### config.mk
export PLATFORM = sky130hd
export DESIGN_NAME = multi_way_selector_reg_flat
export DESIGN_NICKNAME = d
export VERILOG_FILES = /design/src/rtl/selector_pkg.sv /design/src/rtl/multi_way_selector_reg_if.sv /design/src/rtl/selector_capture_stage.sv /design/src/rtl/multi_way_selector_reg.sv /design/src/flat_wrapper.sv
export SDC_FILE = /design/constraint.sdc
export NUM_CORES = 1
export LEC_CHECK = 0
export CAP_MARGIN = 25
export CORE_ASPECT_RATIO = 1.2
export CORE_MARGIN = 3
export CORE_UTILIZATION = 32
export DETAILED_ROUTE_END_ITERATION = 16
export HOLD_SLACK_MARGIN = 0.1
export PLACE_DENSITY = 0.86
export SETUP_SLACK_MARGIN = 0.1
export SYNTH_ARGS = -nofsm -noshare
export SYNTH_HDL_FRONTEND = slang
export SYNTH_SLANG_ARGS = --single-unit
### constraint.sdc
create_clock -name CLK -period 1.5 [get_ports CLK]
set_input_delay 0.225 -clock CLK [delete_from_list [all_inputs] [get_ports CLK]]
set_output_delay 0.225 -clock CLK [all_outputs]
set_load 0.02 [all_outputs]
### src/rtl/selector_pkg.sv
// Shared types and constants for the multi-way registered selector.
// Also provides sel_width(), the select-field width for a given channel count.
package selector_pkg;

  localparam int SELECTOR_MAX_CHANNELS = 16;
  localparam int SELECTOR_RESET_DATA   = 0;

  typedef enum logic [0:0] {
    CAP_EMPTY = 1'b0,
    CAP_FULL  = 1'b1
  } cap_state_e;

  // A two-way selector still needs one control bit, hence the floor of 1.
  function automatic int sel_width(input int channels);
    if (channels <= 2) begin
      return 1;
    end else begin
      return $clog2(channels);
    end
  endfunction

endpackage

### src/rtl/multi_way_selector_reg_if.sv
// Producer/consumer bundle of the multi-way registered selector.
// The slave modport is the selector side; master is the producer/consumer side.
interface multi_way_selector_reg_if
  import selector_pkg::*;
#(
  parameter int WIDTH    = 32,
  parameter int CHANNELS = 4
);
  localparam int SEL_W = sel_width(CHANNELS);

  logic [CHANNELS*WIDTH-1:0] DataInputs;
  logic [SEL_W-1:0]          Control;
  logic                      InValid;
  logic                      InReady;
  logic                      Flush;
  logic [WIDTH-1:0]          DataOutput;
  logic [SEL_W-1:0]          OutChannel;
  logic                      OutValid;
  logic                      OutReady;
  logic                      SelectError;

  modport slave (
    input  DataInputs, Control, InValid, Flush, OutReady,
    output InReady, DataOutput, OutChannel, OutValid, SelectError
  );

  modport master (
    output DataInputs, Control, InValid, Flush, OutReady,
    input  InReady, DataOutput, OutChannel, OutValid, SelectError
  );

endinterface

### src/rtl/selector_capture_stage.sv
// One-entry payload register (data + channel) with the valid/ready/flush FSM.
// Flush outranks a same-cycle accept; reset outranks everything.
module selector_capture_stage
  import selector_pkg::*;
#(
  parameter int WIDTH = 32,
  parameter int SEL_W = 2
) (
  input  logic             clk,
  input  logic             rst,
  input  logic             in_valid,
  output logic             in_ready,
  input  logic             flush,
  input  logic [WIDTH-1:0] in_data,
  input  logic [SEL_W-1:0] in_chan,
  output logic [WIDTH-1:0] out_data,
  output logic [SEL_W-1:0] out_chan,
  output logic             out_valid,
  input  logic             out_ready
);

  cap_state_e               state_r;
  cap_state_e               state_s;
  logic                     load_s;
  logic                     accept_s;
  logic                     drain_s;
  logic [WIDTH+SEL_W-1:0]   payload_r;

  // Ready never looks at in_valid, so no valid->ready loop can form upstream.
  assign in_ready  = (state_r == CAP_EMPTY) | out_ready;
  assign accept_s  = in_valid & in_ready;
  assign drain_s   = (state_r == CAP_FULL) & out_ready;
  assign out_valid = (state_r == CAP_FULL);
  assign out_data  = payload_r[SEL_W +: WIDTH];
  assign out_chan  = payload_r[SEL_W-1:0];

  // State register.
  always_ff @(posedge clk) begin
    if (rst) begin
      state_r <= CAP_EMPTY;
    end else begin
      state_r <= state_s;
    end
  end

  // Next state and payload load enable.
  always_comb begin
    state_s = state_r;
    load_s  = 1'b0;
    case (state_r)
      CAP_EMPTY: begin
        if (accept_s && !flush) begin
          state_s = CAP_FULL;
          load_s  = 1'b1;
        end else begin
          state_s = CAP_EMPTY;
        end
      end
      CAP_FULL: begin
        if (flush) begin
          state_s = CAP_EMPTY;
        end else if (accept_s) begin
          state_s = CAP_FULL;
          load_s  = 1'b1;
        end else if (drain_s) begin
          state_s = CAP_EMPTY;
        end else begin
          state_s = CAP_FULL;
        end
      end
      default: begin
        state_s = CAP_EMPTY;
      end
    endcase
  end

  // Payload holds its last value after drain or flush; only a load changes it.
  always_ff @(posedge clk) begin
    if (rst) begin
      payload_r <= (WIDTH+SEL_W)'(SELECTOR_RESET_DATA);
    end else if (load_s) begin
      payload_r <= {in_data, in_chan};
    end else begin
      payload_r <= payload_r;
    end
  end

endmodule

### src/rtl/multi_way_selector_reg.sv
// N-way, W-bit selector with a one-entry registered output and valid/ready handshake.
// Define SELECTOR_RANGE_CHECK_EN to build the sticky out-of-range SelectError flag.
module multi_way_selector_reg
  import selector_pkg::*;
#(
  parameter int WIDTH    = 32,
  parameter int CHANNELS = 4
) (
  input  logic                      CLK,
  input  logic                      Reset,
  multi_way_selector_reg_if.slave   bus
);

  localparam int SEL_W = sel_width(CHANNELS);

  logic [WIDTH-1:0] sel_data_s;
  logic             in_ready_s;

  // N:1 mux; a Control value with no matching channel yields all-zero data.
  always_comb begin
    sel_data_s = WIDTH'(SELECTOR_RESET_DATA);
    for (int k = 0; k < CHANNELS; k++) begin
      sel_data_s = (bus.Control == SEL_W'(k)) ? bus.DataInputs[k*WIDTH +: WIDTH] : sel_data_s;
    end
  end

  selector_capture_stage #(
    .WIDTH (WIDTH),
    .SEL_W (SEL_W)
  ) u_capture (
    .clk       (CLK),
    .rst       (Reset),
    .in_valid  (bus.InValid),
    .in_ready  (in_ready_s),
    .flush     (bus.Flush),
    .in_data   (sel_data_s),
    .in_chan   (bus.Control),
    .out_data  (bus.DataOutput),
    .out_chan  (bus.OutChannel),
    .out_valid (bus.OutValid),
    .out_ready (bus.OutReady)
  );

  assign bus.InReady = in_ready_s;

`ifdef SELECTOR_RANGE_CHECK_EN
  localparam logic [SEL_W:0] CHANNELS_LIM = (SEL_W+1)'(CHANNELS);

  logic accept_s;
  logic out_of_range_s;
  logic select_error_r;

  assign accept_s       = bus.InValid & in_ready_s;
  assign out_of_range_s = ({1'b0, bus.Control} >= CHANNELS_LIM);

  // Sticky error: set on an out-of-range accept, cleared only by Reset (not Flush).
  always_ff @(posedge CLK) begin
    if (Reset) begin
      select_error_r <= 1'b0;
    end else if (accept_s && out_of_range_s) begin
      select_error_r <= 1'b1;
    end else begin
      select_error_r <= select_error_r;
    end
  end

  assign bus.SelectError = select_error_r;
`else
  assign bus.SelectError = 1'b0;
`endif

endmodule

### src/flat_wrapper.sv
// flat-port wrapper written by rule: the top's interface ports become plain ports
module multi_way_selector_reg_flat import selector_pkg::*;
#(
  parameter int WIDTH    = 32,
  parameter int CHANNELS = 4
)
  (CLK, Reset, bus_DataInputs, bus_Control, bus_InValid, bus_Flush, bus_OutReady, bus_InReady, bus_DataOutput, bus_OutChannel, bus_OutValid, bus_SelectError);
  multi_way_selector_reg_if #(.WIDTH(WIDTH), .CHANNELS(CHANNELS)) bus_i ();
  input  logic CLK;
  input  logic Reset;
  input wire logic [$bits(bus_i.DataInputs)-1:0] bus_DataInputs;
  input wire logic [$bits(bus_i.Control)-1:0] bus_Control;
  input wire logic [$bits(bus_i.InValid)-1:0] bus_InValid;
  input wire logic [$bits(bus_i.Flush)-1:0] bus_Flush;
  input wire logic [$bits(bus_i.OutReady)-1:0] bus_OutReady;
  output wire logic [$bits(bus_i.InReady)-1:0] bus_InReady;
  output wire logic [$bits(bus_i.DataOutput)-1:0] bus_DataOutput;
  output wire logic [$bits(bus_i.OutChannel)-1:0] bus_OutChannel;
  output wire logic [$bits(bus_i.OutValid)-1:0] bus_OutValid;
  output wire logic [$bits(bus_i.SelectError)-1:0] bus_SelectError;
  assign bus_i.DataInputs = bus_DataInputs;
  assign bus_i.Control = bus_Control;
  assign bus_i.InValid = bus_InValid;
  assign bus_i.Flush = bus_Flush;
  assign bus_i.OutReady = bus_OutReady;
  assign bus_InReady = bus_i.InReady;
  assign bus_DataOutput = bus_i.DataOutput;
  assign bus_OutChannel = bus_i.OutChannel;
  assign bus_OutValid = bus_i.OutValid;
  assign bus_SelectError = bus_i.SelectError;
  multi_way_selector_reg #(.WIDTH(WIDTH), .CHANNELS(CHANNELS)) u_core (.CLK(CLK), .Reset(Reset), .bus(bus_i));
endmodule
==> results of run 1 <==
path summary, 6_finish.rpt:
kind	endpoint	slack [ns]	cells after the start
worst max-delay path	u_core.u_capture.payload_r[9]	0.15	4
worst min-delay path	u_core.u_capture.payload_r[0]	0.47	4
worst max register to register	u_core.u_capture.payload_r[21]	0.26	5
worst min register to register	u_core.u_capture.payload_r[0]	0.47	2
sequential cells by signal, indices dropped and copies added (netlist names):
| name | cells |
|---|---|
| u_core.u_capture.out_valid | 1 |
| u_core.u_capture.payload_r | 34 |
layout make-up:
cell class              instances  area (sq um)
fillers                       471          1950
repair buffers                184          1800
multi-input cells              75          1110
flip-flops and latches         35           702
well taps                      80           100
clock buffers                   7          96.3
inverters                       3          11.3
clock inverters                 1          7.51
cell usage after synthesis:
| master | number | area (sq um) |
|---|---|---|
| mux4_1 | 1 | 26.3 |
| clkbuf_1 | 1 | 3.75 |
| inv_1 | 1 | 3.75 |
| a31oi_2 | 1 | 12.5 |
| nor2b_4 | 1 | 13.8 |
| nor4_4 | 1 | 21.3 |
| a211oi_1 | 1 | 7.51 |
| o31ai_1 | 2 | 15.0 |
| a21oi_1 | 2 | 10.0 |
| nand4_1 | 2 | 12.5 |
| buf_6 | 4 | 45.0 |
| dfxtp_1 | 35 | 701 |
| a22o_1 | 32 | 280 |
| buf_2 | 6 | 30.0 |
| inv_2 | 2 | 7.51 |
| conb_1 | 1 | 3.75 |
| buf_4 | 1 | 7.51 |
| mux4_2 | 31 | 698 |
| buf_12 | 3 | 60.1 |
power by group:
group	total [mW]	switching, mW	internal (mW)	leakage (nW)
Clock	0.759	0.341	0.418	0.0505
Sequential	1.01	0.0253	0.983	0.287
Combinational	0.834	0.269	0.565	1.24
worst max-delay path, stage by stage:
cell and delay (ns):
clkdlybuf4s50_1 0.53, buf_4 0.24, mux4_2 0.33, a22o_1 0.19
kinds of logic (layout without fill, tap and decap cells):
group | count (synthesis) | count (layout) | synth area share
other cells | 1 | 1 | 0.00191
flops | 35 | 35 | 0.358
compound gates | 38 | 38 | 0.166
buf+inv | 18 | 195 | 0.0805
mux | 32 | 32 | 0.370
simple gates | 4 | 4 | 0.0243
through the flow:
stage | power, mW | hold WS [ns]
detailed placement | 1.91 | 0.461
floorplan | 1.40 | 0.290
global placement | 1.89 | 0.459
finish | 2.60 | 0.469
CTS | 2.64 | 0.468
global route | 2.72 | 0.487
cell usage in the layout (no fill, tap or decap), drive strengths merged:
cell type      synthesis  layout
nor2b                  1       1
clkbuf                 1       8
dfxtp                 35      35
a31oi                  1       1
conb                   1       1
mux4                  32      32
a22o                  32      32
o31ai                  2       2
dlygate4sd2            0      35
inv                    3       3
a211oi                 1       1
buf                   14      15
clkdlybuf4s50          0     133
a21oi                  2       2
nor4                   1       1
clkinvlp               0       1
nand4                  2       2
layer usage:
layer / vias to the layer above / track usage / share of wire
met5: - / 0 / 0
met1: 913 / 0.191 / 0.35
met3: 12 / 0.0589 / 0.074
li1: 898 / - / -
met2: 102 / 0.349 / 0.56
met4: 0 / 0.0608 / 0.022
==> summary.md, run 1 <==
| Metric | Value |
|---|---|
| Status | finished clean |
| Via count | 1925 |
| Fin crit period | 1.35 ns |
| DRC errors left | 0 |
| Crit. Startpoint | bus_Control[1] |
| Syn nets | 263 |
| I/O pin cnt | 172 |
| ANT nets after route | 0 |
| Final Skew | 0.00888 ns |
| Antenna violations before repair | 0 |
| DRT iter0 DRCs | 31 |
| First-pass GRT wire length | 10300 um |
| FMAX | 0.742 GHz |
| Starting density of the core | 0.339 |
| Nets | 439 |
| Slew Viols, Final | 0 |
| 1st-pass router iterations | 4 |
| Port bufs | 170 |
| Setup repair bufs after CTS | 0 |
| Setup ws final | 0.153 ns |
| Clk pin slew, worst setup/hold paths | 0.07 ns |
| Syn-to-layout area delta | 95.5% |
| Worst vdd ir | 384 uV |
| DP Wirelength | 5540 um |
| Mapped cell area | 1960 sq um |
| Clock buffer count from CTS | 5 |
| Hold Crit Start | bus_Control[0] |
| Avg Vias per Cell | 5.00 |
| DP Area | 3770 sq um |
| Total track usage | 0.185 |
| CTS H-tree lvls | 2 |
| Die X | 77.4 um |
| Num rows | 30 |
| Sequential share of the synthesized area | 0.358 |
| RR Startpoint | u_core.u_capture.out_valid |
| Clk_lat worst skew | 0.28 ns |
| Largest net degree at the start of global routing | 22 |
| Core area | 5780 sq um |
| Inst Count DP | 377 |
| Max FO, Critical Path | 12 |
| Post-Synthesis Cells | 128 |
| Share of cells above drive strength 1 | 0.200 |
| RePlAce Congestion | 0.732 |
| Vias in the first global route | 2177 |
| Die height | 91.7 um |
| CP endpoint kind | register |
| Design area | 3830 sq um |
| Avg Cell Area, Syn | 15.3 sq um |
| Fin cells | 385 |
| Distinct cells, synth | 19 |
| TritonCTS clock tree | built |
| Post-Route WL | 6500 um |
| Total Neg Setup Slack | 0 ns |
| Max-cap viol count | 0 |
| CP Data Arrival Time | 1.52 ns |
| Power density over the cells | 679 nW/um^2 |
| Startpoint Class | input port |
| Final Setup Violations | 0 |
| Leakage | 1.57 nW |
| GRT overflow | 0 |
| Yosys warning total | 0 |
| Period utilisation layout | 0.898 |
| Root Driver | clkbuf_8 |
| Util after Layout | 0.663 |
| Min-delay worst type | input port to register |
| CTS Hold Buffers Added | 0 |
| Clock sink count | 35 |
| DP Worst Slack | -0.228 ns |
| Die area | 7100 sq um |
| Endpoints failing hold | 0 |
| Antenna fix cells | 0 |
| CP Data Required Time | 1.67 ns |
| WS Path Type | input port to register |
| Max Root-Sink Buffers | 2 |
| Routed WL per cell | 16.9 um |
| RSZ-0062 raised after global routing | no |
| Post_cts resized | 36 |
| FF+latch count, synth | 35 |
No activity file was read; power rests on OpenSTA's default activity.
==> run 2: changes to the inputs <==
CTS_BUF_LIST = sky130_fd_sc_hd__clkbuf_16   (was default)
==> run 2 against run 1 <==
Sequential power is essentially flat. Critical path type unchanged. Routed wire length grew 1.6%. Setup slack got worse by 0.018 ns. Critical endpoint unchanged. Register-to-register slack better by 0.02 ns. Clock skew fell by 0.0051 ns. Core utilization increased by 0.69 points. Total power increased by 8.6%. Critical path depth unchanged. Clock power is 29% higher. Via count rose by 0.47%. First-iteration DRC count rose by 29%.
==> summary.md, run 2 (synthesis results as in run 1) <==
| Metric | Value |
|---|---|
| Status | finished clean |
| First-pass GRT wire length | 10600 um (+2.5%) |
| Die area | 7100 sq um (unchanged) |
| GRT overflow | 0 (unchanged) |
| Antenna fix cells | 0 (unchanged) |
| DRC errors left | 0 (unchanged) |
| Setup ws final | 0.135 ns (-0.0184 ns) |
| Fin cells | 385 (unchanged) |
| Final Skew | 0.00375 ns (-0.00513 ns) |
| Num rows | 30 (unchanged) |
| Via count | 1934 (+0.47%) |
| CP Data Required Time | 1.66 ns (about the same) |
| Design area | 3870 sq um (+1.0%) |
| Fillers | 463 (-1.7%) |
| Fin crit period | 1.37 ns (+0.0184 ns) |
| Util after Layout | 0.669 (+0.00693) |
| DP Wirelength | 5540 um (unchanged) |
| Syn-to-layout area delta | 97.5% |
| Starting density of the core | 0.339 (unchanged) |
| Clock sink count | 35 (unchanged) |
| Clk_lat worst skew | 0.27 ns (about the same) |
| DP Area | 3770 sq um (unchanged) |
| ANT nets after route | 0 (unchanged) |
| Root Driver | clkbuf_16 |
| Total track usage | 0.190 (+0.00528) |
| I/O pin cnt | 172 (unchanged) |
| 1st-pass router iterations | 3 (-1) |
| Min-delay worst type | register to register |
| Most frequent cells in the layout | clkdlybuf4s50_1 (133), dlygate4sd2_1 (35), dfxtp_1 (34) |
| Nets | 439 (unchanged) |
| Period utilisation layout | 0.910 (+0.0123) |
| Final Setup Violations | 0 (unchanged) |
| Antenna violations before repair | 0 (unchanged) |
| DP Worst Slack | -0.228 ns (unchanged) |
| Die X | 77.4 um (unchanged) |
| Max-cap viol count | 0 (unchanged) |
| Min Hold Slack | 0.465 ns (-0.00377 ns) |
| Slew Viols, Final | 0 (unchanged) |
| Max FO, Critical Path | 12 (unchanged) |
| Total Neg Setup Slack | 0 ns (unchanged) |
| CP endpoint kind | register |
| Vias in the first global route | 2235 (+2.7%) |
| Port bufs | 170 (unchanged) |
| Avg Vias per Cell | 5.02 (+0.47%) |
| Startpoint Class | input port |
| Clock buffer count from CTS | 5 (unchanged) |
| Die height | 91.7 um (unchanged) |
| Worst vdd ir | 420 uV (+9.5%) |
| Inst Count DP | 377 (unchanged) |
| Max reg flops | 34 (unchanged) |
| Share of cells above drive strength 1 | 0.193 (-0.00656) |
| DRT iter0 DRCs | 40 (+29%) |
| FMAX | 0.732 GHz (-1.3%) |
| RSZ-0062 raised after global routing | no |
| WS Path Type | input port to register |
| Endpoints failing hold | 0 (unchanged) |
| Max Root-Sink Buffers | 2 (unchanged) |
| Core area | 5780 sq um (unchanged) |
| CP Data Arrival Time | 1.53 ns (about the same) |
| Clk pin slew, worst setup/hold paths | 0.05 ns (-0.02 ns) |
| Power density over the cells | 730 nW/um^2 (+7.4%) |
| CTS Hold Buffers Added | 0 (unchanged) |
| TritonCTS clock tree | built |
| Largest net degree at the start of global routing | 22 (unchanged) |
| Leakage | 1.59 nW (+0.97%) |
| CTS H-tree lvls | 2 (unchanged) |
| RePlAce Congestion | 0.732 (unchanged) |
| Total chip power | 2.82 mW (+8.6%) |
| Routed WL per cell | 17.2 um (+1.6%) |
| Post-Route WL | 6610 um (+1.6%) |
| Reg with most FFs | u_core.u_capture.payload_r |
| Most common cell after layout, fill and taps aside | clkdlybuf4s50_1 |
run 2: final cells by class:
class	count	area, sq um	area share
clock buffers	5	125	0.0323
well taps	80	100	0.0259
flip-flops and latches	35	702	0.181
inverters	3	11.3	0.00291
clock inverters	3	15.0	0.00388
multi-input cells	75	1110	0.287
repair buffers	184	1810	0.467
run 2: metal layers:
layer,GRT usage,share of wire,vias to the layer above
met3,0.0589,0.072,14
li1,-,-,899
met4,0.0653,0.024,0
met5,0,0,-
met2,0.363,0.56,100
met1,0.192,0.34,921
run 2: timing repair:
action	in CTS	in global routing
resized for setup	36	3
setup endpoints to repair	36	4
setup buffers	0	0
run 2: final timing paths:
path | from | to | slack [ns] | depth (start not counted)
setup / recovery | bus_Control[1] | u_core.u_capture.payload_r[9] | 0.13 | 4
hold / removal | u_core.u_capture.payload_r[12] | u_core.u_capture.payload_r[12] | 0.47 | 1
setup reg to reg | u_core.u_capture.out_valid | u_core.u_capture.payload_r[11] | 0.28 | 5
hold reg to reg | u_core.u_capture.payload_r[12] | u_core.u_capture.payload_r[12] | 0.47 | 1
run 2: power breakdown:
part	switching, mW	internal, mW	leakage, nW
registers	0.0252	0.985	0.287
clock network	0.374	0.603	0.0649
logic	0.272	0.565	1.24
total	0.671	2.15	1.59
run 2: worst max-delay path, cell delays in order:
cell             delay, ns
clkdlybuf4s50_1       0.53
buf_4                 0.24
mux4_2                0.33
a22o_1                0.19
==> run 3: changes to the inputs <==
CORE_UTILIZATION = 35   (was 32)
DONT_BUFFER_PORTS = 1   (was default)
PLACE_DENSITY = 0.53   (was 0.86)
SLEW_MARGIN = 20   (was default)
==> run 3 against run 2 <==
Core utilization decreased by 28 points. Combinational power down 67%. Cell area shrank 46%. Critical path depth is 1 lower. Sequential power increased by 8%. Critical endpoint is now bus_InReady.
==> summary.md, run 3 (synthesis results as in run 1) <==
| Metric | Value |
|---|---|
| Status | finished clean |
| Period utilisation layout | 0.854 (-0.0561) |
| DRT iter0 DRCs | 23 (-43%) |
| Core area | 5370 sq um (-7.1%) |
| Util after Layout | 0.392 (-0.277) |
| Total track usage | 0.151 (-0.0392) |
| Max Root-Sink Buffers | 2 (unchanged) |
| Min Hold Slack | 0.116 ns (-0.349 ns) |
| RePlAce Congestion | 0.710 (-3.1%) |
| Num rows | 29 (-3.3%) |
| Worst-path cell chain | nor2b_4 -> inv_2 -> buf_4 |
| 1st-pass router iterations | 3 (unchanged) |
| DP Wirelength | 4170 um (-25%) |
| CTS H-tree lvls | 2 (unchanged) |
| Endpoints failing hold | 0 (unchanged) |
| Starting density of the core | 0.365 (+0.0259) |
| Total chip power | 2.32 mW (-18%) |
| WS Path Type | register to primary output |
| DRC errors left | 0 (unchanged) |
| Reg with most FFs | u_core.u_capture.payload_r |
| Max-cap viol count | 0 (unchanged) |
| Total Neg Setup Slack | 0 ns (unchanged) |
| CP Data Arrival Time | 1.06 ns (-0.47 ns) |
| Power density over the cells | 1100 nW/um^2 (+51%) |
| Setup repair bufs after CTS | 0 (unchanged) |
| Design area | 2110 sq um (-46%) |
| Nets | 262 (-40%) |
| Slew Viols, Final | 0 (unchanged) |
| CP Data Required Time | 1.27 ns (-0.39 ns) |
| Most frequent cells in the layout | dfxtp_1 (34), a22o_1 (32), mux4_2 (31) |
| Root Driver | clkbuf_16 |
| Die height | 88.0 um (-4.1%) |
| TritonCTS clock tree | built |
| Leakage | 0.745 nW (-53%) |
| DP Area | 1950 sq um (-48%) |
| Most common cell after layout, fill and taps aside | dfxtp_1 |
| Share of cells above drive strength 1 | 0.367 (+0.174) |
| Largest net degree at the start of global routing | 34 (+55%) |
| Slowest stage cell, crit path | dfxtp_2 |
| Fin crit period | 1.28 ns (-0.0842 ns) |
| Worst vdd ir | 419 uV (-0.28%) |
| GRT overflow | 0 (unchanged) |
| FMAX | 0.781 GHz (+6.6%) |
| Max FO, Critical Path | 4 (-8) |
| Clock sink count | 35 (unchanged) |
| CP endpoint kind | primary output |
| Die X | 74.3 um (-4.0%) |
| Crit-path max cell delay | 0.32 ns (-0.21 ns) |
| Die area | 6540 sq um (-8.0%) |
| Top Family by Delay on Critical Path | flip-flops |
| Clock buffer count from CTS | 5 (unchanged) |
| First-pass GRT wire length | 7360 um (-31%) |
| RSZ-0062 raised after global routing | no |
| ANT nets after route | 0 (unchanged) |
| Final Setup Violations | 0 (unchanged) |
| Routed WL per cell | 27.6 um (+61%) |
| Syn-to-layout area delta | 7.54% |
| Antenna fix cells | 0 (unchanged) |
| Vias in the first global route | 1420 (-36%) |
| Final Skew | 0.00480 ns (+0.00105 ns) |
| Port bufs | 0 (-100%) |
| Via count | 1259 (-35%) |
| Post-Route WL | 5250 um (-21%) |
| Max reg flops | 34 (unchanged) |
| Antenna violations before repair | 0 (unchanged) |
| I/O pin cnt | 172 (unchanged) |
| Clk pin slew, worst setup/hold paths | 0.05 ns (about the same) |
| Min-delay worst type | input port to register |
| Startpoint Class | register |
| Fillers | 507 (+9.5%) |
| WP buf/inv | 2 (unchanged) |
| Avg Vias per Cell | 6.63 (+32%) |
| Clk_lat worst skew | 0.27 ns (about the same) |
[run 3: changes by cell type in the layout (fill, tap and decap cells not counted), sizes merged]
cell and change:
clkdlybuf4s50 -133, clkbuf -1, clkinvlp -1, dlygate4sd2 -35, inv +1, buf -10
dlygate4sd3 +2
[run 3: worst paths after layout]
path / startpoint / to / slack [ns] / cells past startpoint
max: u_core.u_capture.out_valid / bus_InReady / 0.22 / 3
min: bus_Control[0] / u_core.u_capture.payload_r[0] / 0.12 / 2
min reg2reg: u_core.u_capture.payload_r[0] / u_core.u_capture.payload_r[0] / 0.59 / 2
max reg2reg: u_core.u_capture.out_valid / u_core.u_capture.payload_r[29] / 0.23 / 5
[run 3: layout make-up]
cell class | count | area, sq um | area share
Multi-Input combinational cell | 75 | 1110 | 0.527
Tap cell | 62 | 77.6 | 0.0368
Inverter | 3 | 11.3 | 0.00534
Sequential cell | 35 | 702 | 0.333
Clock buffer | 5 | 125 | 0.0594
Clock inverter | 3 | 11.3 | 0.00534
Timing Repair Buffer | 7 | 70.1 | 0.0333
[run 3: per-stage QoR]
| stage | cells | setup WS (ns) |
|---|---|---|
| final | 190 | 0.219 |
| after floorplan | 128 | 0.161 |
| after global placement | 180 | 0.329 |
| after global routing | 190 | 0.184 |
| after CTS | 190 | 0.223 |
| after detailed placement | 180 | 0.255 |
[run 3: worst register-to-register path, stage by stage (launching register included)]
cell,delay (ns)
dfxtp_2,0.32
nor2b_4,0.21
inv_2,0.08
a31oi_4,0.21
buf_12,0.21
a22o_1,0.18
[run 3: routing by layer]
| layer | global-route usage | wire length, um | vias up |
|---|---|---|---|
| met5 | 0 | 0 | - |
| met4 | 0.0518 | 84 | 0 |
| met3 | 0.0746 | 600 | 9 |
| met2 | 0.273 | 2880 | 99 |
| met1 | 0.149 | 1680 | 610 |
| li1 | - | - | 541 |
[run 3: what timing repair did]
action | 4_1_cts | 5_1_grt
endpoints found under the setup margin | 0 | 0
hold buffers | 2 | 0
endpoints found under the hold margin | 3 | 0
resized for setup | 0 | 0
[run 3: power by group]
group	internal (mW)	total [mW]	switching [mW]
sequential	0.986	1.09	0.103
combinational	0.197	0.280	0.0823
clock	0.597	0.956	0.360
